==> config.mk <==
export PLATFORM = sky130hd
export DESIGN_NAME = acq_udp_packetizer
export DESIGN_NICKNAME = d
export VERILOG_FILES = /design/src/rtl/acq_udp_packetizer_pkg.sv /design/src/rtl/acq_word_serializer.sv /design/src/rtl/acq_udp_packetizer.sv
export SDC_FILE = /design/constraint.sdc
export NUM_CORES = 1
export LEC_CHECK = 0
export ABC_CLOCK_PERIOD_IN_PS = 2120
export BUFFER_PORTS_ARGS = -buffer_cell sky130_fd_sc_hd__buf_4
export CAP_MARGIN = 25
export CORE_UTILIZATION = 43
export CTS_CLUSTER_DIAMETER = 40
export DETAILED_ROUTE_END_ITERATION = 6
export PLACE_DENSITY_LB_ADDON = 0.25
export SYNTH_ARGS = -nofsm -noshare
export SYNTH_HDL_FRONTEND = slang
export SYNTH_SLANG_ARGS = --single-unit
==> constraint.sdc <==
create_clock -name clk -period 2.12 [get_ports clk]
set_clock_uncertainty 0.1 [all_clocks]
set_input_delay 0.424 -clock clk [delete_from_list [all_inputs] [get_ports clk]]
set_output_delay 0.424 -clock clk [all_outputs]
set_load 0.05 [all_outputs]
==> src/rtl/acq_udp_packetizer_pkg.sv <==
// Shared types and constants for the acquisition UDP packetizer.
// ACQ_SEQ_HEADER_EN selects the sequence-number header state.
package acq_udp_packetizer_pkg;

    localparam int MAX_SAMPLES  = 360;
    localparam int STAT_LEN_LSB = 0;
    localparam int STAT_IP_LSB  = 16;
    localparam int STAT_MAC_LSB = 48;
    localparam int STAT_WIDTH   = 96;

`ifdef ACQ_SEQ_HEADER_EN
    localparam int HDR_BYTES = 4;
    typedef enum logic [1:0] {
        ST_IDLE   = 2'd0,
        ST_HEADER = 2'd1,
        ST_SAMPLE = 2'd2,
        ST_STATUS = 2'd3
    } state_t;
`else
    localparam int HDR_BYTES = 0;
    typedef enum logic [1:0] {
        ST_IDLE   = 2'd0,
        ST_SAMPLE = 2'd2,
        ST_STATUS = 2'd3
    } state_t;
`endif

    function automatic logic [STAT_WIDTH-1:0] pack_status(
        input logic [47:0] mac,
        input logic [31:0] ip,
        input logic [15:0] len
    );
        logic [STAT_WIDTH-1:0] s;
        s = '0;
        s[STAT_MAC_LSB +: 48] = mac;
        s[STAT_IP_LSB +: 32]  = ip;
        s[STAT_LEN_LSB +: 16] = len;
        return s;
    endfunction

endpackage

==> src/rtl/acq_word_serializer.sv <==
// Splits a 32-bit word into four bytes, MSB first, one per unstalled cycle.
// last_byte flags the cycle in which the fourth byte is written.
module acq_word_serializer (
    input  logic        clk,
    input  logic        reset,
    input  logic [31:0] word,
    input  logic        word_valid,
    input  logic        stall,
    output logic [7:0]  byte_data,
    output logic        byte_write,
    output logic        last_byte
);

    logic [1:0] idx_q;

    always_comb begin
        byte_write = word_valid && !stall;
        last_byte  = byte_write && (idx_q == 2'd3);
        unique case (idx_q)
            2'd0:    byte_data = word[31:24];
            2'd1:    byte_data = word[23:16];
            2'd2:    byte_data = word[15:8];
            default: byte_data = word[7:0];
        endcase
    end

    always_ff @(posedge clk) begin
        if (reset) begin
            idx_q <= 2'd0;
        end else if (byte_write) begin
            idx_q <= idx_q + 2'd1;
        end
    end

endmodule

==> src/rtl/acq_udp_packetizer.sv <==
// Packs acquisition FIFO words into UDP payload bytes plus a status word.
// Define ACQ_SEQ_HEADER_EN to prepend a 4-byte sequence number per packet.
module acq_udp_packetizer #(
    parameter int SAMPLES_PER_PACKET = 256,
    parameter int UDP_PORT_ID        = 2048
) (
    input  logic        clk,
    input  logic        reset,
    input  logic        stream_enable,
    input  logic [47:0] destination_mac,
    input  logic [31:0] destination_ip,
    input  logic [31:0] acq_rddata,
    input  logic        acq_rdempty,
    output logic        acq_rdreq,
    output logic [7:0]  tx_fifo_data,
    output logic        tx_fifo_data_write,
    input  logic        tx_fifo_data_full,
    output logic [95:0] tx_fifo_status,
    output logic        tx_fifo_status_write,
    input  logic        tx_fifo_status_full,
    output logic [31:0] packets_sent,
    output logic        busy,
    output logic [15:0] port_id
);
    import acq_udp_packetizer_pkg::*;

    if (SAMPLES_PER_PACKET < 1 || SAMPLES_PER_PACKET > MAX_SAMPLES) begin : g_bad_n
        $error("SAMPLES_PER_PACKET out of range");
    end

    localparam logic [15:0] PAYLOAD_LEN = 16'(4 * SAMPLES_PER_PACKET + HDR_BYTES);
    localparam logic [8:0]  LAST_WORD   = 9'(SAMPLES_PER_PACKET - 1);
`ifdef ACQ_SEQ_HEADER_EN
    localparam state_t FIRST_STATE = ST_HEADER;
`else
    localparam state_t FIRST_STATE = ST_SAMPLE;
`endif

    state_t      state_q, state_d;
    logic [8:0]  word_cnt_q;
    logic [47:0] mac_q;
    logic [31:0] ip_q;
    logic        start;
    logic        ser_valid, ser_write, ser_last;
    logic [31:0] ser_word;
    logic [7:0]  ser_byte;
`ifdef ACQ_SEQ_HEADER_EN
    logic [31:0] seq_num;
`endif

    // Kept apart from the FSM block so ser_last does not loop back into it.
    always_comb begin
        ser_valid = 1'b0;
        ser_word  = acq_rddata;
        if (!reset) begin
            if (state_q == ST_SAMPLE) ser_valid = !acq_rdempty;
`ifdef ACQ_SEQ_HEADER_EN
            if (state_q == ST_HEADER) begin
                ser_valid = 1'b1;
                ser_word  = seq_num;
            end
`endif
        end
    end

    acq_word_serializer u_ser (
        .clk        (clk),
        .reset      (reset),
        .word       (ser_word),
        .word_valid (ser_valid),
        .stall      (tx_fifo_data_full),
        .byte_data  (ser_byte),
        .byte_write (ser_write),
        .last_byte  (ser_last)
    );

    always_comb begin
        state_d              = state_q;
        start                = 1'b0;
        acq_rdreq            = 1'b0;
        tx_fifo_status_write = 1'b0;
        if (!reset) begin
            unique case (state_q)
                ST_IDLE:
                    if (stream_enable && !acq_rdempty && !tx_fifo_status_full) begin
                        start   = 1'b1;
                        state_d = FIRST_STATE;
                    end
`ifdef ACQ_SEQ_HEADER_EN
                ST_HEADER:
                    if (ser_last) state_d = ST_SAMPLE;
`endif
                ST_SAMPLE:
                    if (ser_last) begin
                        acq_rdreq = 1'b1;
                        if (word_cnt_q == LAST_WORD) state_d = ST_STATUS;
                    end
                ST_STATUS:
                    if (!tx_fifo_status_full) begin
                        tx_fifo_status_write = 1'b1;
                        state_d              = ST_IDLE;
                    end
                default: state_d = ST_IDLE;
            endcase
        end
    end

    always_ff @(posedge clk) begin
        if (reset) begin
            state_q      <= ST_IDLE;
            word_cnt_q   <= '0;
            mac_q        <= '0;
            ip_q         <= '0;
            packets_sent <= '0;
        end else begin
            state_q <= state_d;
            if (start) begin
                mac_q      <= destination_mac;
                ip_q       <= destination_ip;
                word_cnt_q <= '0;
            end else if (acq_rdreq) begin
                word_cnt_q <= word_cnt_q + 9'd1;
            end
            if (tx_fifo_status_write) packets_sent <= packets_sent + 32'd1;
        end
    end

`ifdef ACQ_SEQ_HEADER_EN
    always_ff @(posedge clk) begin
        if (reset) begin
            seq_num <= '0;
        end else if (tx_fifo_status_write) begin
            seq_num <= seq_num + 32'd1;
        end
    end
`endif

    assign tx_fifo_data       = ser_valid ? ser_byte : 8'h00;
    assign tx_fifo_data_write = ser_write;
    assign tx_fifo_status     = (!reset && state_q == ST_STATUS)
                              ? pack_status(mac_q, ip_q, PAYLOAD_LEN) : '0;
    assign busy               = !reset && (state_q != ST_IDLE);
    assign port_id            = 16'(UDP_PORT_ID);

endmodule

# ---- Word-level counts from Yosys, hierarchy flattened
# Index checks and enable logic that the tools add are counted.
# W data, S select, Z words.
dict set report classes {
  addsub 3
  eq_ne 10
  mux 19
  n_reduce_logical 15
}
# cell count
set op_table {}
lappend op_table {{$mux W96} 1}
lappend op_table {{$add A32 B1 Y32 const B} 1}
lappend op_table {{$pmux W8 S3} 1}
lappend op_table {{$mux W1} 11}
lappend op_table {{$add A9 B1 Y9 const B} 1}
lappend op_table {{$eq A9 B8 Y1 const B} 1}
lappend op_table {{$eq A2 B2 Y1 const B} 4}
lappend op_table {{$mux W2} 4}
lappend op_table {{$mux W8} 1}
lappend op_table {{$logic_and A1 B1 Y1} 6}
lappend op_table {{$ne A2 B2 Y1 const B} 3}
lappend op_table {{$pmux W2 S3} 1}
lappend op_table {{$logic_not A1 Y1} 4}
lappend op_table {{$logic_not A2 Y1} 2}
lappend op_table {{$reduce_and A4 Y1} 1}
lappend op_table {{$add A2 B1 Y2 const B} 1}
lappend op_table {{$eq A2 B1 Y1 const B} 1}
lappend op_table {{$ne A2 B1 Y1 const B} 1}
lappend op_table {{$reduce_bool A2 Y1} 1}
lappend op_table {{$reduce_or A2 Y1} 1}
dict set report totals {
  reg_bits 125
  inputBits 118
  output_inout_bits 156
  elab_cells 53
}

# ---- Logic depth before layout (Yosys ltp)
# Gate-level depths: netlist of the first run.
dict set report depth {
  word_depth 8
  ltp_mapped 7
  ltp_nobuf 6
}

# ---- Hierarchy
# Synthesis of the first run repeated with hierarchy kept, for this count alone.
dict set report hier_totals {
  cells_unflattened 774
  hier_area_um2 6102.1
}
# mod instances cells_each area_per_inst_um2 seq_area_each_um2
set modules_own_cells {}
lappend modules_own_cells {acq_udp_packetizer 1 732 5734.2 2462.4}
lappend modules_own_cells {acq_word_serializer 1 42 367.9 40.0}

# ---- Least setup slack after synthesis of the first run
# No wires, ideal clock.
dict set report synth_timing {
  path_kind {register to register}
  startpoint {register state_q[1]}
  endpoint {register packets_sent[2]}
  setup_time_ns 0.128
  t_arrival_ns 2.555
  t_required_ns 1.892
  path_slack_ns -0.663
  stages_incl_launch_ff 5
  n_path_buf 0
  synth_period_minus_slack_ns 2.783
  path_cell_list {dfxtp_1 > nor4bb_1 > nand2_1 > xor2_1 > nor2_1}
}
dict set report synth_via {
  elab_chain_cells 3
}
# element line_no
set synth_lines {}
lappend synth_lines {{start, declared} acq_udp_packetizer.sv:39} ;# state_t state_q, state_d;
lappend synth_lines {{start signal, assigned} acq_udp_packetizer.sv:116} ;# state_q <= state_d;
lappend synth_lines {{$eq A2 B2 Y1} acq_udp_packetizer.sv:83} ;# unique case (state_q)
lappend synth_lines {{$mux W1} acq_udp_packetizer.sv:83}
lappend synth_lines {{$mux W1} acq_udp_packetizer.sv:82} ;# if (!reset) begin
lappend synth_lines {{named net tx_fifo_status_write} acq_udp_packetizer.sv:19} ;# output logic tx_fifo_status_write,
lappend synth_lines {{end signal, assigned} acq_udp_packetizer.sv:124} ;# if (tx_fifo_status_write) packets_sent <= packets_sent + 32'd1;
lappend synth_lines {{end, declared} acq_udp_packetizer.sv:21} ;# output logic [31:0] packets_sent,
# The timed path passes the listed nets, and every way through them passes these cells.
# A chain may end at the register's enable or synchronous reset.

# ---- Worst setup path after layout of the first run
dict set report layout_timing {
  startpoint {register u_ser.idx_q[0]}
  endpoint {output tx_fifo_data[6]}
}
dict set report layout_via {
  elab_chain_cells 3
  elab_cells_between_ends 5
  cone_classes {eq/ne (2); mux (2); reduce/logical (1)}
}
# element line_no
set layout_lines {}
lappend layout_lines {{start, declared} acq_word_serializer.sv:14} ;# logic [1:0] idx_q;
lappend layout_lines {{start signal, assigned} acq_word_serializer.sv:31} ;# idx_q <= idx_q + 2'd1;
lappend layout_lines {{$eq A2 B2 Y1 (tied with other cells)} acq_word_serializer.sv:19} ;# unique case (idx_q)
lappend layout_lines {{$pmux W8 S3 (*)} acq_word_serializer.sv:19}
lappend layout_lines {{$mux W8 (*)} acq_udp_packetizer.sv:138} ;# assign tx_fifo_data = ser_valid ? ser_byte : 8'h00;
lappend layout_lines {{end, declared} acq_udp_packetizer.sv:15} ;# output logic [7:0] tx_fifo_data,
# Mark *: on every way between the ends. The rest lies on a longest branch, timed or not.

==> results.sh, run 1 <==
export IMPL_grt_use_total_pct=27.41
export IMPL_netlist_cell_type_count=40
export IMPL_setup_viol=85
export IMPL_worstPathArrival_ns=1.90
export IMPL_antenna_found_initial=0
export IMPL_start_kind="flop"
export IMPL_io_pins=274
export IMPL_grt_pass1_vias=6001
export IMPL_crit_chain="buf_6, ha_4, a222oi_1, nor2_1, a21oi_2, nor2_4, buf_6"
export IMPL_cp_required_ns=1.60
export IMPL_ys_warn_count=0
export IMPL_design_area_sq_um=10080
export IMPL_hold_path_class="primary input to flop"
export IMPL_finalSetupTns_ns=-10.99
export IMPL_utilization_pct=75.83
export IMPL_portBuffers=242
export IMPL_status="complete, but fails checks"
export IMPL_worst_ir_drop_vdd_v=0.0004737
export IMPL_instances_no_fill=1225
export IMPL_layout_nets=1162
export IMPL_synth_enable_flop_cells=0
export IMPL_diodes=0
export IMPL_overflow=0
export IMPL_die_area_sq_um=14210
export IMPL_synthCells=773
export IMPL_totalWireLength_microns=19960
export IMPL_clock_sinks=125
export IMPL_dpl_cell_area_sq_um=8074
export IMPL_end_kind="output port"
export IMPL_via_count=6356
export IMPL_syn_area_per_cell_sq_um=7.643
export IMPL_post_drt_via_cell_ratio=5.189
export IMPL_cts_buffers=17
export IMPL_cts_htree_levels=4
export IMPL_syn_to_final_growth_pct=70.65
export IMPL_ys_async_sr_fraction_pct=0
export IMPL_ctsRootBufferMaster="clkbuf_16"
export IMPL_fp_dieH_microns=119.2
export IMPL_clkSlewWorstSetupHoldPaths_ns=0.06
export IMPL_clk_latency_ns=0.41
export IMPL_avgRoutedWirePerCell_microns=16.29
export IMPL_ant_nets=0
export IMPL_place_inst=1168
export IMPL_finalWorstSetupSlack_ns=-0.3029
export IMPL_globalplace_congestion=0.7982
export IMPL_drc=0
export IMPL_path_class="flop to output port"
export IMPL_ys_seq_area_share_pct=42.35
export IMPL_critPathSlowestCell="a222oi_1"
export IMPL_crit_path_max_fanout=8
export IMPL_syn_area_sq_um=5908
export IMPL_slew_headroom_pct=53.47
export IMPL_fillers=916
export IMPL_drv_cap=0
export IMPL_dr_pass1_iters=7
export IMPL_p_leak_nw=4.150
export IMPL_die_x_microns=119.2
export IMPL_clockBufferDepth=2
export IMPL_final_common_cell="nand2_1"
export IMPL_worstMarginPinSlew_ns=0.6980
export IMPL_slew_viol_final=0
export IMPL_cts_tree="yes"
export IMPL_grt_pass1_wl_microns=30300
export IMPL_p_per_area_nw_per_um2=580.3
export IMPL_max_freq_mhz=412.7
export IMPL_ys_seq_elements=125
export IMPL_drive_above_1_share_pct=44.90
export IMPL_slowest_delay_ns=0.39
export IMPL_violations="negative setup slack"
export IMPL_grt_max_degree=64
export IMPL_final_hold_viol_count=0
export IMPL_final_cell_mix="nand2_1, buf_4, a21oi_1, dfxtp_1, buf_8"
export IMPL_rsz0062_at_grt="true"
export IMPL_drtIter0Drc=360
export IMPL_core_sq_um=13300
export IMPL_initial_core_util_pct=44.44
export IMPL_layout_min_cycle_time_ns=2.423
export IMPL_period_share_pct=114.3
export IMPL_cts_hold_buffers_added=0
export IMPL_hold_ws_ns=0.1486
export IMPL_row_count=42
export IMPL_timing_critical_path_mode_cell="buf_6"
export IMPL_pre_cts_ws_ns=-0.1561
export IMPL_dp_hpwl_microns=11590
export IMPL_power_total_mw=5.851
export IMPL_synthFlopType="dfxtp_1"
[timing repair]
item | 4_1_cts | 5_1_grt
gates cloned | 8 | 4
setup buffers | 12 | 4
pin swaps | 55 | 56
endpoints found under the setup margin | 91 | 96
resized for setup | 261 | 45
[power breakdown]
part | total (mW) | leakage [nW] | internal (mW) | switching [mW]
Sequential | 2.41 | 1.03 | 2.39 | 0.0274
Combinational | 0.533 | 2.83 | 0.216 | 0.317
Clock | 2.90 | 0.288 | 1.86 | 1.04
Total | 5.85 | 4.15 | 4.46 | 1.39
[logic make-up after synthesis]
logic type	count (synthesis)	share of synthesized area, %
xor gates and xnor gates	18	2.669
muxes	3	0.5294
other	2	0.1271
buffers and inverters	94	8.111
adders and majority gates	8	1.694
DFF	125	42.35
and+or+nand+nor	382	31.26
AOI/OAI and AO/OA	141	13.26
[critical path, delay by kind of cell, from the launching register on]
family	cells	cell delay, ns
compound gates	2	0.56
fa+ha+maj	1	0.18
buf+inv	2	0.26
flops	1	0.34
simple gates	2	0.15
[cell type report]
| type | count | area (sq um) | share of cell area (%) |
|---|---|---|---|
| clock buffers | 19 | 442.9 | 4.393 |
| repair buffers | 297 | 3234 | 32.08 |
| flip-flops and latches | 125 | 2562 | 25.42 |
| well taps | 176 | 220.2 | 2.184 |
| inverters | 10 | 37.54 | 0.3723 |
| clock inverters | 13 | 147.6 | 1.464 |
| multi-input cells | 585 | 3437 | 34.09 |
[sequential cells by signal, summed over array words and instances, names as in the netlist]
| name | flops |
|---|---|
| mac_q | 48 |
| ip_q | 32 |
| packets_sent | 32 |
| word_cnt_q | 9 |
| state_q | 2 |
| u_ser.idx_q | 2 |
[routing by layer]
layer / global-route usage [%] / up-vias / wire (microns)
met5: 0 / - / 0
met4: 13.53 / 0 / 733
met3: 7.998 / 48 / 1538
met2: 48.40 / 270 / 10100
met1: 29.75 / 2985 / 7582
li1: - / 3053 / -
[cell usage after synthesis (2+ instances only)]
master,number,area [sq um]
or4_1,14,105.1
nand4_1,7,43.79
a21oi_1,110,550.5
dfxtp_1,125,2502
buf_1,2,7.510
buf_2,2,10.01
xor2_1,3,26.28
o21ai_0,8,40.04
nand2_1,182,683.2
nand4b_1,2,17.52
nor4_1,9,56.30
or3_1,6,37.54
nor2_1,47,176.4
conb_1,2,7.510
or2_2,3,18.77
clkbuf_1,48,180.2
xnor2_1,15,131.4
and2_1,81,506.7
and4_1,3,26.28
o31ai_1,13,97.59
nor3_1,5,25.02
inv_1,10,37.54
a222oi_1,8,80.08
buf_4,31,232.7
mux2i_1,2,20.02
ha_1,8,100.1
nand3_1,14,70.07
[final timing paths]
| path | startpoint | endpoint | slack (ns) | cells past startpoint |
|---|---|---|---|---|
| setup / recovery | u_ser.idx_q[0] | tx_fifo_data[6] | -0.30 | 7 |
| hold / removal | destination_mac[6] | mac_q[6] | 0.15 | 3 |
| setup reg to reg | packets_sent[16] | packets_sent[30] | 0.06 | 4 |
| hold reg to reg | mac_q[14] | mac_q[14] | 0.35 | 2 |
(Power assumes the default switching activity.)
==> run 2: changes to the inputs <==
ABC_AREA = 1   (was default)
MAX_ROUTING_LAYER = met4   (was default)
==> run 2 against run 1 <==
Effect of this change:
- critical path depth shrank 1
- largest cell class unchanged
- fmax rose by 9.7%
- sequential share of layout area grew 0.63 points
- largest power group unchanged
- highest routed layer unchanged
- the flow still finishes with violations (negative setup slack)
- worst hold slack improved by 0.020 ns
- critical endpoint is now tx_fifo_status[17]
- flip-flop and latch count unchanged
- die area is 1.3% higher
- final cell count is 7.0% higher
==> results.sh, run 2 <==
export IMPL_die_x_microns=120.0
export IMPL_final_common_cell="inv_1"
export IMPL_antenna_found_initial=0
export IMPL_yosysMostFrequentCell="inv_1"
export IMPL_instances_no_fill=1311
export IMPL_globalplace_congestion=0.8531
export IMPL_grt_max_degree=52
export IMPL_grt_pass1_wl_microns=28300
export IMPL_largest_reg_flops=48
export IMPL_rsz0062_at_grt="true"
export IMPL_crit_chain="nand2_4, nor2_4, inv_8, clkbuf_16, nor2_4, buf_8"
export IMPL_cts_htree_levels=4
export IMPL_initial_core_util_pct=44.67
export IMPL_avgRoutedWirePerCell_microns=14.40
export IMPL_netlist_cell_type_count=34
export IMPL_portBuffers=242
export IMPL_finalSetupTns_ns=-3.937
export IMPL_ant_nets=0
export IMPL_start_kind="flop"
export IMPL_post_drt_via_cell_ratio=4.876
export IMPL_cp_top_family="buffers and inverters"
export IMPL_power_total_mw=6.286
export IMPL_reg2regPathDepth=5
export IMPL_worst_ir_drop_vdd_v=0.0005313
export IMPL_hold_ws_ns=0.1689
export IMPL_finalWorstSetupSlack_ns=-0.08853
export IMPL_holdPathStages=3
export IMPL_die_area_sq_um=14400
export IMPL_clkSlewWorstSetupHoldPaths_ns=0.06
export IMPL_worstPathArrival_ns=1.68
export IMPL_critPathSlowestCell="dfxtp_4"
export IMPL_crit_path_max_fanout=10
export IMPL_synthCells=868
export IMPL_ys_seq_area_share_pct=41.81
export IMPL_status="complete, but fails checks"
export IMPL_synth_enable_flop_cells=0
export IMPL_violations="negative setup slack"
export IMPL_final_cell_mix="inv_1, buf_4, dfxtp_1, nand2_1, buf_6"
export IMPL_path_buf_inv=3
export IMPL_slew_viol_final=0
export IMPL_yosysTopAreaCell="dfxtp_1"
export IMPL_layout_min_cycle_time_ns=2.209
export IMPL_io_pins=274
export IMPL_seqCellArea_sq_um=2515
export IMPL_dp_hpwl_microns=11790
export IMPL_use_met1_pct=28.83
export IMPL_dr_pass1_iters=5
export IMPL_clk_latency_ns=0.42
export IMPL_ys_warn_count=0
export IMPL_worstReg2RegStart="state_q[1]"
export IMPL_cts_buffers=17
export IMPL_place_inst=1264
export IMPL_grt_use_total_pct=25.71
export IMPL_drtIter0Drc=322
export IMPL_drv_cap=0
export IMPL_synthFlopType="dfxtp_1"
export IMPL_dpl_cell_area_sq_um=8080
export IMPL_p_leak_nw=4.368
export IMPL_grt_pass1_vias=6074
export IMPL_clockBufferDepth=2
export IMPL_synth_area_top_cells="dfxtp_1, inv_1, nor2_1"
export IMPL_ys_top_cells_by_count="inv_1, nor2_1, dfxtp_1"
export IMPL_core_sq_um=13400
export IMPL_slowest_delay_ns=0.38
export IMPL_hold_path_class="primary input to flop"
export IMPL_setup_viol=81
export IMPL_design_area_sq_um=9656
export IMPL_synth_top_area_share_pct=41.81
export IMPL_ctsRootBufferMaster="clkbuf_16"
export IMPL_p_per_area_nw_per_um2=651.1
export IMPL_clock_sinks=125
export IMPL_end_kind="output port"
export IMPL_overflow=0
export IMPL_biggestRegsByFlops="mac_q x48, ip_q x32, packets_sent x32"
export IMPL_fp_dieH_microns=120.0
export IMPL_totalWireLength_microns=18880
export IMPL_layout_nets=1248
export IMPL_hp_start="destination_mac[41]"
export IMPL_ys_seq_elements=125
export IMPL_row_count=42
export IMPL_via_count=6392
export IMPL_cts_tree="yes"
export IMPL_path_class="flop to output port"
export IMPL_r2r_setup_slack_ns=0.31
export IMPL_hold_path_end="mac_q[41]"
export IMPL_diodes=0
export IMPL_use_met3_pct=6.416
export IMPL_r2r_end="ip_q[31]"
export IMPL_largest_register="mac_q"
export IMPL_period_share_pct=104.2
export IMPL_drive_above_1_share_pct=37.36
export IMPL_drc=0
export IMPL_cp_required_ns=1.60
export IMPL_utilization_pct=72.05
export IMPL_timing_critical_path_mode_cell="nor2_4"
export IMPL_grtUsageMet2_pct=42.74
export IMPL_grt_busiest_layer="met2"
export IMPL_syn_area_per_cell_sq_um=6.896
export IMPL_fillers=1006
export IMPL_final_hold_viol_count=0
export IMPL_pre_cts_ws_ns=0.09382
export IMPL_syn_to_final_growth_pct=61.31
export IMPL_max_freq_mhz=452.8
export IMPL_ys_async_sr_fraction_pct=0
export IMPL_multiInputGateArea_sq_um=2821
export IMPL_syn_area_sq_um=5986
[run 2: cell types whose count changed in the layout (fill, tap and decap cells not counted), sizes merged, moves of 12 or more]
cell   delta
a21oi    -86
inv     +200
xnor2    -12
nor2    +106
buf      -27
o22ai    +80
and2     -81
or4      -17
o21ai    +14
o31ai    -13
nand2    -74
nand3    +17
[run 2: layout make-up]
| type | count | share of cell area, % |
|---|---|---|
| multi-input cells | 496 | 29.22 |
| well taps | 176 | 2.281 |
| flip-flops and latches | 125 | 26.05 |
| clock buffers | 21 | 4.769 |
| clock inverters | 11 | 2.203 |
| inverters | 211 | 8.358 |
| repair buffers | 271 | 27.12 |
[run 2: cell families (layout without fill, tap and decap cells)]
kind of cell               count (synthesis)  in the layout  synth area share [%]
AOI/OAI and AO/OA                        140            140                 13.84
xor gates and xnor gates                   5              5                0.7317
adders and majority gates                  8              8                 1.672
buffers and inverters                    276            514                 19.52
DFF                                      125            125                 41.81
other                                      2             31                0.1255
and+or+nand+nor                          312            312                 22.30
[run 2: worst max path at each step]
stage | end | slack (ns) | cells after the start | startpoint
6_report | tx_fifo_status[17] | -0.09 | 6 | state_q[0]
5_1_grt | tx_fifo_status[17] | -0.14 | 6 | state_q[0]
4_1_cts | tx_fifo_status[77] | -0.05 | 6 | state_q[0]
3_5_place_dp | tx_fifo_data[1] | 0.09 | 7 | reset
3_3_place_gp | tx_fifo_data[6] | 0.12 | 7 | reset
2_1_floorplan | tx_fifo_status[25] | -0.28 | 5 | reset
[run 2: per-layer routing]
metal / routed length, microns / share of wire [%] / vias up
li1: - / - / 3141
met1: 7450 / 39 / 2934
met2: 9686 / 51 / 267
met3: 1231 / 6.5 / 50
met4: 516 / 2.7 / 0
met5: 0 / 0 / -
[run 2: worst reg2reg max path: stages (launching register included)]
cell,delay [ns]
dfxtp_2,0.33
buf_4,0.13
nor2_1,0.27
nand3_2,0.40
buf_12,0.31
o22ai_1,0.18
[run 2: repair_timing]
| item | CTS | global route |
|---|---|---|
| pin swaps | 4 | 6 |
| setup buffers | 2 | 5 |
| hold buffers | 0 | 0 |
| setup endpoints to repair | 90 | 90 |
| cloned | 4 | 4 |
| resized for setup | 145 | 66 |
[run 2: where the power goes]
group | leakage (nW) | switching [mW] | internal [mW]
logic | 3.03 | 0.331 | 0.226
registers | 1.01 | 0.0159 | 2.40
clock network | 0.319 | 1.05 | 2.26
total | 4.37 | 1.40 | 4.89
==> run 3: changes to the inputs <==
--- a/config.mk
+++ b/config.mk
@@ -8,6 +8,6 @@
 export ABC_AREA = 1
-export ABC_CLOCK_PERIOD_IN_PS = 2120
+export ABC_CLOCK_PERIOD_IN_PS = 2700
 export BUFFER_PORTS_ARGS = -buffer_cell sky130_fd_sc_hd__buf_4
 export CAP_MARGIN = 25
-export CORE_UTILIZATION = 43
+export CORE_UTILIZATION = 45
 export CTS_CLUSTER_DIAMETER = 40
==> constraint.sdc (replaced) <==
create_clock -name clk -period 2.7 [get_ports clk]
set_clock_uncertainty 0.1 [all_clocks]
set_input_delay 0.27 -clock clk [delete_from_list [all_inputs] [get_ports clk]]
set_output_delay 0.27 -clock clk [all_outputs]
set_load 0.05 [all_outputs]
==> run 3 against run 2 <==
Effect of this change:
- the run now ends clean
- critical path depth unchanged
- clock power shrank 32%
- final cell count is 2.3% lower
- register-to-register slack improved by 0.40 ns
- combinational power down 29%
- final area shrank 13%
- non-clock buffer count shrank 25
- die area is 4.4% lower
- core utilization decreased by 6.3 points
==> results.sh, run 3 (synthesis gave the netlist of run 2 again) <==
export IMPL_p_per_area_nw_per_um2=540.5
export IMPL_drv_cap=0
export IMPL_fp_dieH_microns=117.3
export IMPL_critPathSlowestCell="buf_4"
export IMPL_ctsRootBufferMaster="clkbuf_16"
export IMPL_die_area_sq_um=13770
export IMPL_p_leak_nw=4.021
export IMPL_drive_above_1_share_pct=26.51
export IMPL_overflow=0
export IMPL_use_met3_pct=6.323
export IMPL_post_cts_buffers=0
export IMPL_dp_hpwl_microns=11310
export IMPL_largest_register="mac_q"
export IMPL_cts_tree="yes"
export IMPL_cts_hold_buffers_added=0
export IMPL_setup_viol=0
export IMPL_drc=0
export IMPL_slowest_delay_ns=0.59
export IMPL_clockBufferDepth=2
export IMPL_start_kind="flop"
export IMPL_drtIter0Drc=381
export IMPL_reg2regPathDepth=4
export IMPL_core_sq_um=12770
export IMPL_diodes=0
export IMPL_fillers=1146
export IMPL_biggestRegsByFlops="mac_q x48, ip_q x32, packets_sent x32"
export IMPL_portBuffers=242
export IMPL_max_freq_mhz=417.7
export IMPL_clk_latency_ns=0.40
export IMPL_post_drt_via_cell_ratio=4.657
export IMPL_grt_pass1_wl_microns=25480
export IMPL_final_cell_mix="buf_4, inv_1, nor2_1, dfxtp_1, nand2_1"
export IMPL_clkSlewWorstSetupHoldPaths_ns=0.06
export IMPL_grt_max_degree=81
export IMPL_hold_path_class="primary input to flop"
export IMPL_period_share_pct=88.67
export IMPL_clock_sinks=125
export IMPL_grt_use_total_pct=23.18
export IMPL_use_met1_pct=27.91
export IMPL_syn_to_final_growth_pct=40.28
export IMPL_initial_core_util_pct=46.86
export IMPL_finalWorstSetupSlack_ns=0.3058
export IMPL_rsz0062_at_grt="false"
export IMPL_worstPathArrival_ns=2.02
export IMPL_finalSetupTns_ns=0
export IMPL_layout_min_cycle_time_ns=2.394
export IMPL_r2r_setup_slack_ns=0.71
export IMPL_path_class="flop to output port"
export IMPL_row_count=41
export IMPL_crit_path_max_fanout=80
export IMPL_cp_endpoint="tx_fifo_status[87]"
export IMPL_status="finished, final reports clean"
export IMPL_grt_pass1_vias=5489
export IMPL_grt_busiest_layer="met2"
export IMPL_end_kind="output port"
export IMPL_via_count=5966
export IMPL_totalWireLength_microns=15420
export IMPL_die_x_microns=117.3
export IMPL_slew_headroom_pct=46.27
export IMPL_r2r_end="ip_q[30]"
export IMPL_avgRoutedWirePerCell_microns=12.03
export IMPL_globalplace_congestion=0.8228
export IMPL_pre_cts_ws_ns=0.6292
export IMPL_antenna_found_initial=0
export IMPL_largest_reg_flops=48
export IMPL_startpoint="state_q[0]"
export IMPL_final_common_cell="buf_4"
export IMPL_cp_required_ns=2.33
export IMPL_slew_viol_final=0
export IMPL_io_pins=274
export IMPL_cts_buffers=17
export IMPL_cts_htree_levels=4
export IMPL_grtUsageMet2_pct=37.39
export IMPL_design_area_sq_um=8397
export IMPL_ant_nets=0
export IMPL_crit_chain="nand2_2, nor2_1, inv_2, buf_4, nor2_1, buf_4"
export IMPL_postCtsResizedCells=0
export IMPL_layout_nets=1223
export IMPL_dpl_cell_area_sq_um=7810
export IMPL_worstMarginPinSlew_ns=0.8059
export IMPL_dr_pass1_iters=4
export IMPL_final_hold_viol_count=0
export IMPL_worstReg2RegStart="state_q[0]"
export IMPL_worst_ir_drop_vdd_v=0.0004323
[run 3: cell types whose count changed in the layout (fill, tap and decap cells not counted), sizes merged]
cell / delta
clkbuf: -7
buf: -22
inv: +6
clkinv: +2
bufinv: -4
clkinvlp: -1
[run 3: layout make-up]
class	count	area, sq um	area share, %
clock buffers	17	425.4	5.066
clock inverters	14	161.4	1.922
inverters	211	792.0	9.432
multi-input cells	496	2429	28.92
flip-flops and latches	125	2502	29.80
well taps	172	215.2	2.563
repair buffers	246	1872	22.29
[run 3: per-stage QoR]
step	instances	util (%)	hold slack (ns)	power, mW
after detailed placement	1250	61.14	0.3648	2.335
after floorplan	897	-	0.3260	2.205
after global placement	1250	61.14	0.3618	2.331
after CTS	1281	65.74	0.01154	4.590
after global routing	1281	65.74	0.01756	4.710
final	1281	65.74	0.02585	4.538
[run 3: routing by layer]
metal  up-vias  routed length [microns]
li1       3093                        -
met1      2663                     6697
met2       197                     7472
met3        13                     1090
met4         0                      155
met5         -                        0
[run 3: how the worst min path moves through the flow]
stage	startpoint	to	slack [ns]	cells after the start
after floorplan	destination_ip[0]	ip_q[0]	0.33	2
after global placement	mac_q[11]	mac_q[11]	0.36	2
after detailed placement	mac_q[14]	mac_q[14]	0.36	2
after CTS	destination_mac[43]	mac_q[43]	0.01	3
after global routing	destination_ip[2]	ip_q[2]	0.02	3
final	destination_mac[43]	mac_q[43]	0.03	3
[run 3: worst max-delay path, delay by kind of cell (launching register included)]
kind	cells	cell delay [ns]
simple gates	3	0.33
buf+inv	3	0.88
flops	1	0.36
[run 3: power breakdown]
part           internal [mW]  leakage, nW  switching, mW
sequential              1.89         1.01         0.0112
combinational          0.162         2.73          0.235
clock                   1.37        0.283          0.868
total                   3.42         4.02           1.11
